--- config.mk ---
export PLATFORM = sky130hd
export DESIGN_NAME = ex_muldiv_seq
export DESIGN_NICKNAME = d
export VERILOG_FILES = /design/src/rtl/ex_muldiv_seq_pkg.sv /design/src/rtl/ex_muldiv_seq_muldiv_core.sv /design/src/rtl/ex_muldiv_seq.sv
export SDC_FILE = /design/constraint.sdc
export NUM_CORES = 1
export LEC_CHECK = 0
export BUFFER_PORTS_ARGS = -buffer_cell sky130_fd_sc_hd__buf_2
export CAP_MARGIN = 20
export CORE_UTILIZATION = 45
export CTS_BUF_LIST = sky130_fd_sc_hd__clkbuf_2
export DETAILED_ROUTE_END_ITERATION = 10
export HOLD_SLACK_MARGIN = 0.1
export SYNTH_ARGS = -nofsm -noshare
export SYNTH_HDL_FRONTEND = slang
export SYNTH_SLANG_ARGS = --single-unit
--- constraint.sdc ---
create_clock -name clk -period 12.7 [get_ports clk]
set_clock_uncertainty 0.1 [all_clocks]
set_input_delay 1.905 -clock clk [delete_from_list [all_inputs] [get_ports clk]]
set_output_delay 1.905 -clock clk [all_outputs]
set_load 0.02 [all_outputs]
--- src/rtl/ex_muldiv_seq_pkg.sv ---
// Shared definitions for the RV32M multiply/divide sequencer: funct3 op codes,
// FSM state encoding and small op-decode helpers.
package ex_muldiv_seq_pkg;

  localparam int XLEN_DEF = 32;

  localparam logic [2:0] OP_MUL    = 3'd0;
  localparam logic [2:0] OP_MULH   = 3'd1;
  localparam logic [2:0] OP_MULHSU = 3'd2;
  localparam logic [2:0] OP_MULHU  = 3'd3;
  localparam logic [2:0] OP_DIV    = 3'd4;
  localparam logic [2:0] OP_DIVU   = 3'd5;
  localparam logic [2:0] OP_REM    = 3'd6;
  localparam logic [2:0] OP_REMU   = 3'd7;

  typedef enum logic [1:0] {
    ST_IDLE = 2'b00,
    ST_BUSY = 2'b01,
    ST_DONE = 2'b10
  } mds_state_e;

  // Operand A is treated as two's complement for these ops.
  function automatic logic op_signed_a(input logic [2:0] op);
    return (op == OP_MULH) || (op == OP_MULHSU) || (op == OP_DIV) || (op == OP_REM);
  endfunction

  // Operand B is treated as two's complement for these ops.
  function automatic logic op_signed_b(input logic [2:0] op);
    return (op == OP_MULH) || (op == OP_DIV) || (op == OP_REM);
  endfunction

  function automatic logic op_is_div(input logic [2:0] op);
    return op[2];
  endfunction

  function automatic logic op_is_rem(input logic [2:0] op);
    return op[2] & op[1];
  endfunction

  // Signed divide ops (DIV, REM) are the only ones that can overflow.
  function automatic logic op_is_sdiv(input logic [2:0] op);
    return op[2] & ~op[0];
  endfunction

endpackage

--- src/rtl/ex_muldiv_seq_muldiv_core.sv ---
// Radix-2 datapath for the multiply/divide sequencer. Holds the double-width
// accumulator and the second operand; performs one shift-add (multiply) or one
// restoring-divide step per step_i. The post-step value is exposed
// combinationally so the controller can capture the final result on the same
// edge as the last step.
module ex_muldiv_seq_muldiv_core #(
  parameter int XLEN = 32
) (
  input  logic              clk,
  input  logic              rst_n,
  input  logic              load_i,
  input  logic              step_i,
  input  logic              finish_i,
  input  logic              is_div_i,
  input  logic [XLEN-1:0]   a_i,
  input  logic [XLEN-1:0]   b_i,
  output logic [2*XLEN-1:0] acc_nxt_o
);

  // Multiply: acc = {partial_hi, multiplier_remaining}; opnd = multiplicand.
  // Divide:   acc = {remainder, dividend_remaining/quotient}; opnd = divisor.
  logic [2*XLEN-1:0] acc_q, acc_d;
  logic [XLEN-1:0]   opnd_q, opnd_d;
  logic              is_div_q, is_div_d;

  logic [XLEN:0]     add_sum;
  logic [XLEN:0]     rem_shift;
  logic [XLEN-1:0]   trial;
  logic [2*XLEN-1:0] mul_nxt;
  logic [2*XLEN-1:0] div_nxt;

  // One iteration of either algorithm, computed from the current registers.
  always_comb begin
    add_sum   = {1'b0, acc_q[2*XLEN-1:XLEN]} + (acc_q[0] ? {1'b0, opnd_q} : '0);
    mul_nxt   = {add_sum, acc_q[XLEN-1:1]};
    rem_shift = acc_q[2*XLEN-1:XLEN-1];
    // The remainder is always below the divisor, so a successful subtract
    // fits in XLEN bits and the borrow bit is never needed.
    trial     = rem_shift[XLEN-1:0] - opnd_q;
    if (rem_shift >= {1'b0, opnd_q}) begin
      div_nxt = {trial, acc_q[XLEN-2:0], 1'b1};
    end else begin
      div_nxt = {rem_shift[XLEN-1:0], acc_q[XLEN-2:0], 1'b0};
    end
    acc_nxt_o = is_div_q ? div_nxt : mul_nxt;
  end

  // Load, step or clear the working registers under controller strobes.
  always_comb begin
    acc_d    = acc_q;
    opnd_d   = opnd_q;
    is_div_d = is_div_q;
    if (load_i) begin
      is_div_d = is_div_i;
      if (is_div_i) begin
        acc_d  = {{XLEN{1'b0}}, a_i};
        opnd_d = b_i;
      end else begin
        acc_d  = {{XLEN{1'b0}}, b_i};
        opnd_d = a_i;
      end
    end else if (finish_i) begin
      acc_d    = '0;
      opnd_d   = '0;
      is_div_d = 1'b0;
    end else if (step_i) begin
      acc_d = acc_nxt_o;
    end
  end

  // Working register update with synchronous reset.
  always_ff @(posedge clk) begin
    if (!rst_n) begin
      acc_q    <= '0;
      opnd_q   <= '0;
      is_div_q <= 1'b0;
    end else begin
      acc_q    <= acc_d;
      opnd_q   <= opnd_d;
      is_div_q <= is_div_d;
    end
  end

endmodule

--- src/rtl/ex_muldiv_seq.sv ---
// RV32M multiply/divide sequencer beside the EX stage. Stalls the pipeline
// while the iterative core runs, resolves operand signs and divide corner
// cases locally, and presents the result with a one-cycle done pulse.
//
//  state | meaning
//  IDLE  | waiting for an M-op; stall_o follows an accepted start combinationally
//  BUSY  | core iterating, one step per cycle for XLEN cycles
//  DONE  | result_o/rd_o valid, done_o pulses, pipeline released
module ex_muldiv_seq
  import ex_muldiv_seq_pkg::*;
#(
  parameter int XLEN = XLEN_DEF
) (
  input  logic            clk,
  input  logic            rst_n,
  input  logic            start_i,
  input  logic [2:0]      op_i,
  input  logic [XLEN-1:0] rs1_i,
  input  logic [XLEN-1:0] rs2_i,
  input  logic [4:0]      rd_i,
  input  logic            flush_i,
  output logic            stall_o,
  output logic            busy_o,
  output logic            done_o,
  output logic [XLEN-1:0] result_o,
  output logic [4:0]      rd_o
);

  localparam int              CNT_W    = $clog2(XLEN);
  localparam logic [CNT_W-1:0] CNT_LAST = CNT_W'(XLEN - 1);
  localparam logic [XLEN-1:0]  XMIN     = {1'b1, {(XLEN-1){1'b0}}};

  mds_state_e        state_q, state_d;
  logic [CNT_W-1:0]  cnt_q, cnt_d;
  logic [2:0]        op_q, op_d;
  logic              neg_quo_q, neg_quo_d;
  logic              neg_rem_q, neg_rem_d;
  logic [4:0]        rd_pend_q, rd_pend_d;
  logic [XLEN-1:0]   result_q, result_d;
  logic [4:0]        rd_out_q, rd_out_d;
  // Previous completed result, restored if the op is flushed in its DONE cycle.
  logic [XLEN-1:0]   result_prev_q, result_prev_d;
  logic [4:0]        rd_prev_q, rd_prev_d;

  logic              sgn_a, sgn_b;
  logic [XLEN-1:0]   a_mag, b_mag;
  logic              is_div;
  logic              div_zero, div_ovf, special;
  logic [XLEN-1:0]   special_res;

  logic              core_load, core_step, core_finish;
  logic [2*XLEN-1:0] acc_nxt;
  logic [2*XLEN-1:0] prod_fix;
  logic [XLEN-1:0]   quo_fix, rem_fix;
  logic [XLEN-1:0]   fin_res;

  ex_muldiv_seq_muldiv_core #(.XLEN(XLEN)) u_muldiv_core (
    .clk       (clk),
    .rst_n     (rst_n),
    .load_i    (core_load),
    .step_i    (core_step),
    .finish_i  (core_finish),
    .is_div_i  (is_div),
    .a_i       (a_mag),
    .b_i       (b_mag),
    .acc_nxt_o (acc_nxt)
  );

  // Operand magnitudes and divide special-case detection on the incoming op.
  always_comb begin
    sgn_a    = op_signed_a(op_i) & rs1_i[XLEN-1];
    sgn_b    = op_signed_b(op_i) & rs2_i[XLEN-1];
    a_mag    = sgn_a ? -rs1_i : rs1_i;
    b_mag    = sgn_b ? -rs2_i : rs2_i;
    is_div   = op_is_div(op_i);
    div_zero = (rs2_i == '0);
    div_ovf  = op_is_sdiv(op_i) && (rs1_i == XMIN) && (rs2_i == '1);
    special  = is_div && (div_zero || div_ovf);
    special_res = '0;
    if (div_zero) begin
      special_res = op_is_rem(op_i) ? rs1_i : '1;
    end else if (div_ovf) begin
      special_res = op_is_rem(op_i) ? '0 : XMIN;
    end
  end

  // Sign fix-up and result select from the core's final-step value.
  always_comb begin
    prod_fix = neg_quo_q ? -acc_nxt : acc_nxt;
    quo_fix  = neg_quo_q ? -acc_nxt[XLEN-1:0] : acc_nxt[XLEN-1:0];
    rem_fix  = neg_rem_q ? -acc_nxt[2*XLEN-1:XLEN] : acc_nxt[2*XLEN-1:XLEN];
    if (op_is_div(op_q)) begin
      fin_res = op_is_rem(op_q) ? rem_fix : quo_fix;
    end else if (op_q == OP_MUL) begin
      fin_res = prod_fix[XLEN-1:0];
    end else begin
      fin_res = prod_fix[2*XLEN-1:XLEN];
    end
  end

  // Sequencer next-state, strobes and combinational outputs.
  always_comb begin
    state_d       = state_q;
    cnt_d         = cnt_q;
    op_d          = op_q;
    neg_quo_d     = neg_quo_q;
    neg_rem_d     = neg_rem_q;
    rd_pend_d     = rd_pend_q;
    result_d      = result_q;
    rd_out_d      = rd_out_q;
    result_prev_d = result_prev_q;
    rd_prev_d     = rd_prev_q;
    core_load     = 1'b0;
    core_step     = 1'b0;
    core_finish   = 1'b0;
    stall_o       = 1'b0;
    done_o        = 1'b0;
    unique case (state_q)
      ST_IDLE: begin
        if (start_i && !flush_i) begin
          stall_o   = 1'b1;
          op_d      = op_i;
          neg_quo_d = sgn_a ^ sgn_b;
          neg_rem_d = sgn_a;
          rd_pend_d = rd_i;
          cnt_d     = '0;
          if (special) begin
            state_d       = ST_DONE;
            result_prev_d = result_q;
            rd_prev_d     = rd_out_q;
            result_d      = special_res;
            rd_out_d      = rd_i;
          end else begin
            state_d   = ST_BUSY;
            core_load = 1'b1;
          end
        end
      end
      ST_BUSY: begin
        stall_o = 1'b1;
        if (flush_i) begin
          state_d     = ST_IDLE;
          cnt_d       = '0;
          core_finish = 1'b1;
        end else begin
          core_step = 1'b1;
          cnt_d     = cnt_q + 1'b1;
          if (cnt_q == CNT_LAST) begin
            state_d       = ST_DONE;
            core_finish   = 1'b1;
            result_prev_d = result_q;
            rd_prev_d     = rd_out_q;
            result_d      = fin_res;
            rd_out_d      = rd_pend_q;
          end
        end
      end
      ST_DONE: begin
        done_o  = !flush_i;
        state_d = ST_IDLE;
        cnt_d   = '0;
        if (flush_i) begin
          result_d = result_prev_q;
          rd_out_d = rd_prev_q;
        end
      end
      default: begin
        state_d = ST_IDLE;
      end
    endcase
  end

  // Control and result registers with synchronous reset.
  always_ff @(posedge clk) begin
    if (!rst_n) begin
      state_q       <= ST_IDLE;
      cnt_q         <= '0;
      op_q          <= '0;
      neg_quo_q     <= 1'b0;
      neg_rem_q     <= 1'b0;
      rd_pend_q     <= '0;
      result_q      <= '0;
      rd_out_q      <= '0;
      result_prev_q <= '0;
      rd_prev_q     <= '0;
    end else begin
      state_q       <= state_d;
      cnt_q         <= cnt_d;
      op_q          <= op_d;
      neg_quo_q     <= neg_quo_d;
      neg_rem_q     <= neg_rem_d;
      rd_pend_q     <= rd_pend_d;
      result_q      <= result_d;
      rd_out_q      <= rd_out_d;
      result_prev_q <= result_prev_d;
      rd_prev_q     <= rd_prev_d;
    end
  end

  assign busy_o   = (state_q != ST_IDLE);
  assign result_o = result_q;
  assign rd_o     = rd_out_q;

endmodule

==> results.toml <==
[outcome]
status = "completed"

[yosys]
yosysWarnings = 0
synth_compound_area_share_pct = 33.34
synth_edf_count = 0
yosys.area.top_type = "dfxtp_1"
synth_mux_area_share_pct = 3.397
synth_top_family_by_area = "compound AO/OA/AOI/OAI gates"
yosys_register_bits = 188
ys_types = 115
syn_area_um2 = 19190
ys_async_sr_fraction_pct = 0
synthFlopType = "dfxtp_1"
synthTopCellsByArea = "dfxtp_1, nand2_1, o21ai_0, a21oi_1, ha_1"
synth_xor_xnor_area_share_pct = 6.527
synthSimpleGateAreaFrac_pct = 26.76
synth_fa_ha_area_share_pct = 5.099
synth_fp_nets = 2827
postSynthAreaPerCell_um2 = 7.176
synth_top_area_share_pct = 19.61
ys_seq_area_share_pct = 19.61
postSynthCellCount = 2674

[clocking]
ctsHoldBuffers = 0
cts.reportedPaths.clkPinSlew_ps = 360
cts.sinks = 188
clockBufferDepth = 2
post_cts_resized = 0
htreeDepth = 4
insertion_delay_ps = 1150
cts_buffers = 17
root_buffer = "clkbuf_2"
post_cts_buffers = 0
cts_tree = "done"

[placed_design]
post-place-cells = 3194
place_ws_ps = 5559
io_buffers = 115
place.gp.congestion = 1.069
dp_hpwl_um = 69410

[min_path]
hp-start = "result_prev_q[2]"
hold_depth = 2
hp-class = "flop to flop"

[job]
cap_violations = 0

[sta]
setup-violations-final = 0
max_clock_freq_mhz = 135.1
worst_pin_slew_ps = 1218
hold_viol = 0
post-route-period-util_pct = 58.29
worst_slack_ps = 5297
period_needed_ps = 7403
fin_setup_tns_ps = 0
slew_viol_final = 0
rsz0062_at_grt = "false"
max-slew-margin-rel_pct = 17.97

[route]
postRouteAntennaNets = 0
drt_first_pass_iters = 5
vias = 21880
routedWlPerCell_um = 27.60
drc = 0
avgViaCountPerCell = 6.775
first_iter_violations = 3045
routed_wl_um = 89140

[critical_path]
crit_cells = 21
critPathTopFamily = "simple AND/OR/NAND/NOR gates"
r2r_start = "u_muldiv_core.opnd_q[18]"
critPathKind = "flop to flop"
path_buf_inv = 1
cp_slowest_cell = "and4_1"
cp.required_ps = 13690
worst_setup_path_end_kind = "flop"
start_kind = "flop"
critical_path_arrival_ps = 8390
cp_cell_sequence = "inv_1 > ha_1 > a21oi_1 > o211ai_1 > nand3_1 > and4_1 > nand3_1 > o21ai_0 > ha_1 > nor3b_1 > o221ai_2 > nor4b_4 > o211ai_2 > nor4_2 > o2111ai_1 > or4_1 > or3b_1 > nor4_1 > mux2i_1 > a211oi_1 > a2bb2oi_1"
reg2reg_depth = 21
slowest_delay_ps = 760
cp-startpoint = "u_muldiv_core.opnd_q[18]"
crit_path_max_fanout = 18

[cells_and_area]
instances_no_fill = 3230
fillers = 4340
final_nets = 2828
area_delta_synth_final_pct = 5.992
drive_gt1_share_pct = 10.79

[grt]
grt_max_degree = 95
first_global_vias = 19550
gr-total-overflow = 0
antenna_found_initial = 5
grt_pass1_wl_um = 130200
grt.total_usage_pct = 40.16

[power_and_ir_drop]
peakVddDrop_mv = 0.06176
power_leakage_uw = 0.007613
power_density_nw_per_um2 = 98.68

[floorplan]
core_area_um2 = 42040
dieArea_um2 = 43470
placementRows = 75
io_pins = 116
initial_utilization_pct = 45.65
die_h_um = 208.5
die_w_um = 208.5
[layout by cell type, fill, tap and decap left out, types with 35 or more instances in the layout]
master,Yosys,routed
nand2_1,318,318
o21ai_0,203,203
dfxtp_1,188,186
a22oi_1,43,43
o211ai_1,53,53
nand3_1,66,66
nor3_1,64,63
ha_1,75,74
xor2_1,63,63
a21boi_0,72,72
inv_1,65,65
xnor2_1,80,80
buf_2,21,115
a21oi_1,196,195
mux2i_1,46,46
nor2b_1,71,71
o31ai_1,35,35
buf_4,2,48
nor2_1,208,206
and2_1,70,70
[where the power goes]
| group | internal (uW) | switching, uW | leakage (uW) |
|---|---|---|---|
| registers | 628 | 44.9 | 0.00153 |
| logic | 296 | 697 | 0.00594 |
| clock network | 79.7 | 261 | 0.000140 |
[cells by family (layout without fill, tap and decap cells)]
kind of cell | count (synthesis) | count (layout)
buffers and inverters | 250 | 263
adders and majority gates | 77 | 77
AOI/OAI and AO/OA | 936 | 936
DFF | 188 | 188
and+or+nand+nor | 1017 | 1017
xor gates and xnor gates | 143 | 143
muxes | 63 | 63
other | 0 | 4
[worst paths after layout]
| check | endpoint | slack [ps] |
|---|---|---|
| setup reg to reg | result_o[26] | 5300 |
| hold / removal | result_prev_q[2] | 380 |
| hold reg to reg | result_prev_q[2] | 380 |
| setup / recovery | result_o[26] | 5300 |
[worst reg2reg max path: cells and delay by family, from the launching register on]
family,cells,cell delay (ps)
muxes,1,130
adders and majority gates,2,740
AOI/OAI and AO/OA,8,2020
DFF,1,430
and+or+nand+nor,9,3840
buffers and inverters,1,50
[sequential cells by signal (all words and copies together) (netlist names)]
name,cells
u_muldiv_core.acc_q,64
op_q,3
result_o,32
rd_o,5
neg_rem_q,1
rd_prev_q,5
cnt_q,5
result_prev_q,32
state_q,2
neg_quo_q,1
rd_pend_q,5
u_muldiv_core.opnd_q,32
u_muldiv_core.is_div_q,1
[cell usage after synthesis (all sizes together) (19+ instances only)]
cell type,instances
nand2,319
o21ai,215
nor2,209
a21oi,198
dfxtp,188
clkbuf,138
xnor2,80
ha,75
a21boi,74
and2,72
nor2b,71
inv,66
nand3,66
nor3,66
xor2,63
o211ai,54
mux2i,46
buf,45
a22oi,44
o31ai,36
or3,33
a31oi,32
a211oi,31
a21o,31
nand4,30
nor4,29
o221ai,27
a221oi,26
or4,21
nand2b,19
o21a,19
[routing by layer]
layer | track usage, % | part of all wire [%] | vias up
met3 | 9.706 | 11 | 187
met1 | 56.94 | 44 | 10500
met5 | 0 | 0.039 | -
li1 | - | - | 9903
met2 | 57.44 | 41 | 1282
met4 | 16.55 | 4.3 | 6
[metrics by stage]
stage | utilization (%) | area, um2 | hold WS, ps | power (uW)
after floorplan | - | 19190 | 338.8 | 1295
after global placement | 47.74 | 20070 | 350.4 | 1631
after detailed placement | 47.80 | 20090 | 355.8 | 1633
after CTS | 48.34 | 20320 | 382.1 | 1971
after global routing | 48.38 | 20340 | 403.6 | 2086
final | 48.38 | 20340 | 378.9 | 2007
[layout make-up]
| class | instances | area [um2] | area share [%] |
|---|---|---|---|
| Clock inverter | 12 | 132.6 | 0.6521 |
| Tap cell | 539 | 674.4 | 3.316 |
| Antenna cell | 4 | 10.01 | 0.04921 |
| Timing Repair Buffer | 165 | 954.7 | 4.694 |
| Multi-Input combinational cell | 2236 | 14450 | 71.06 |
| Clock buffer | 19 | 95.09 | 0.4675 |
| Inverter | 67 | 251.5 | 1.236 |
| Sequential cell | 188 | 3769 | 18.53 |
Note: power is estimated with default switching activity, not from simulation.
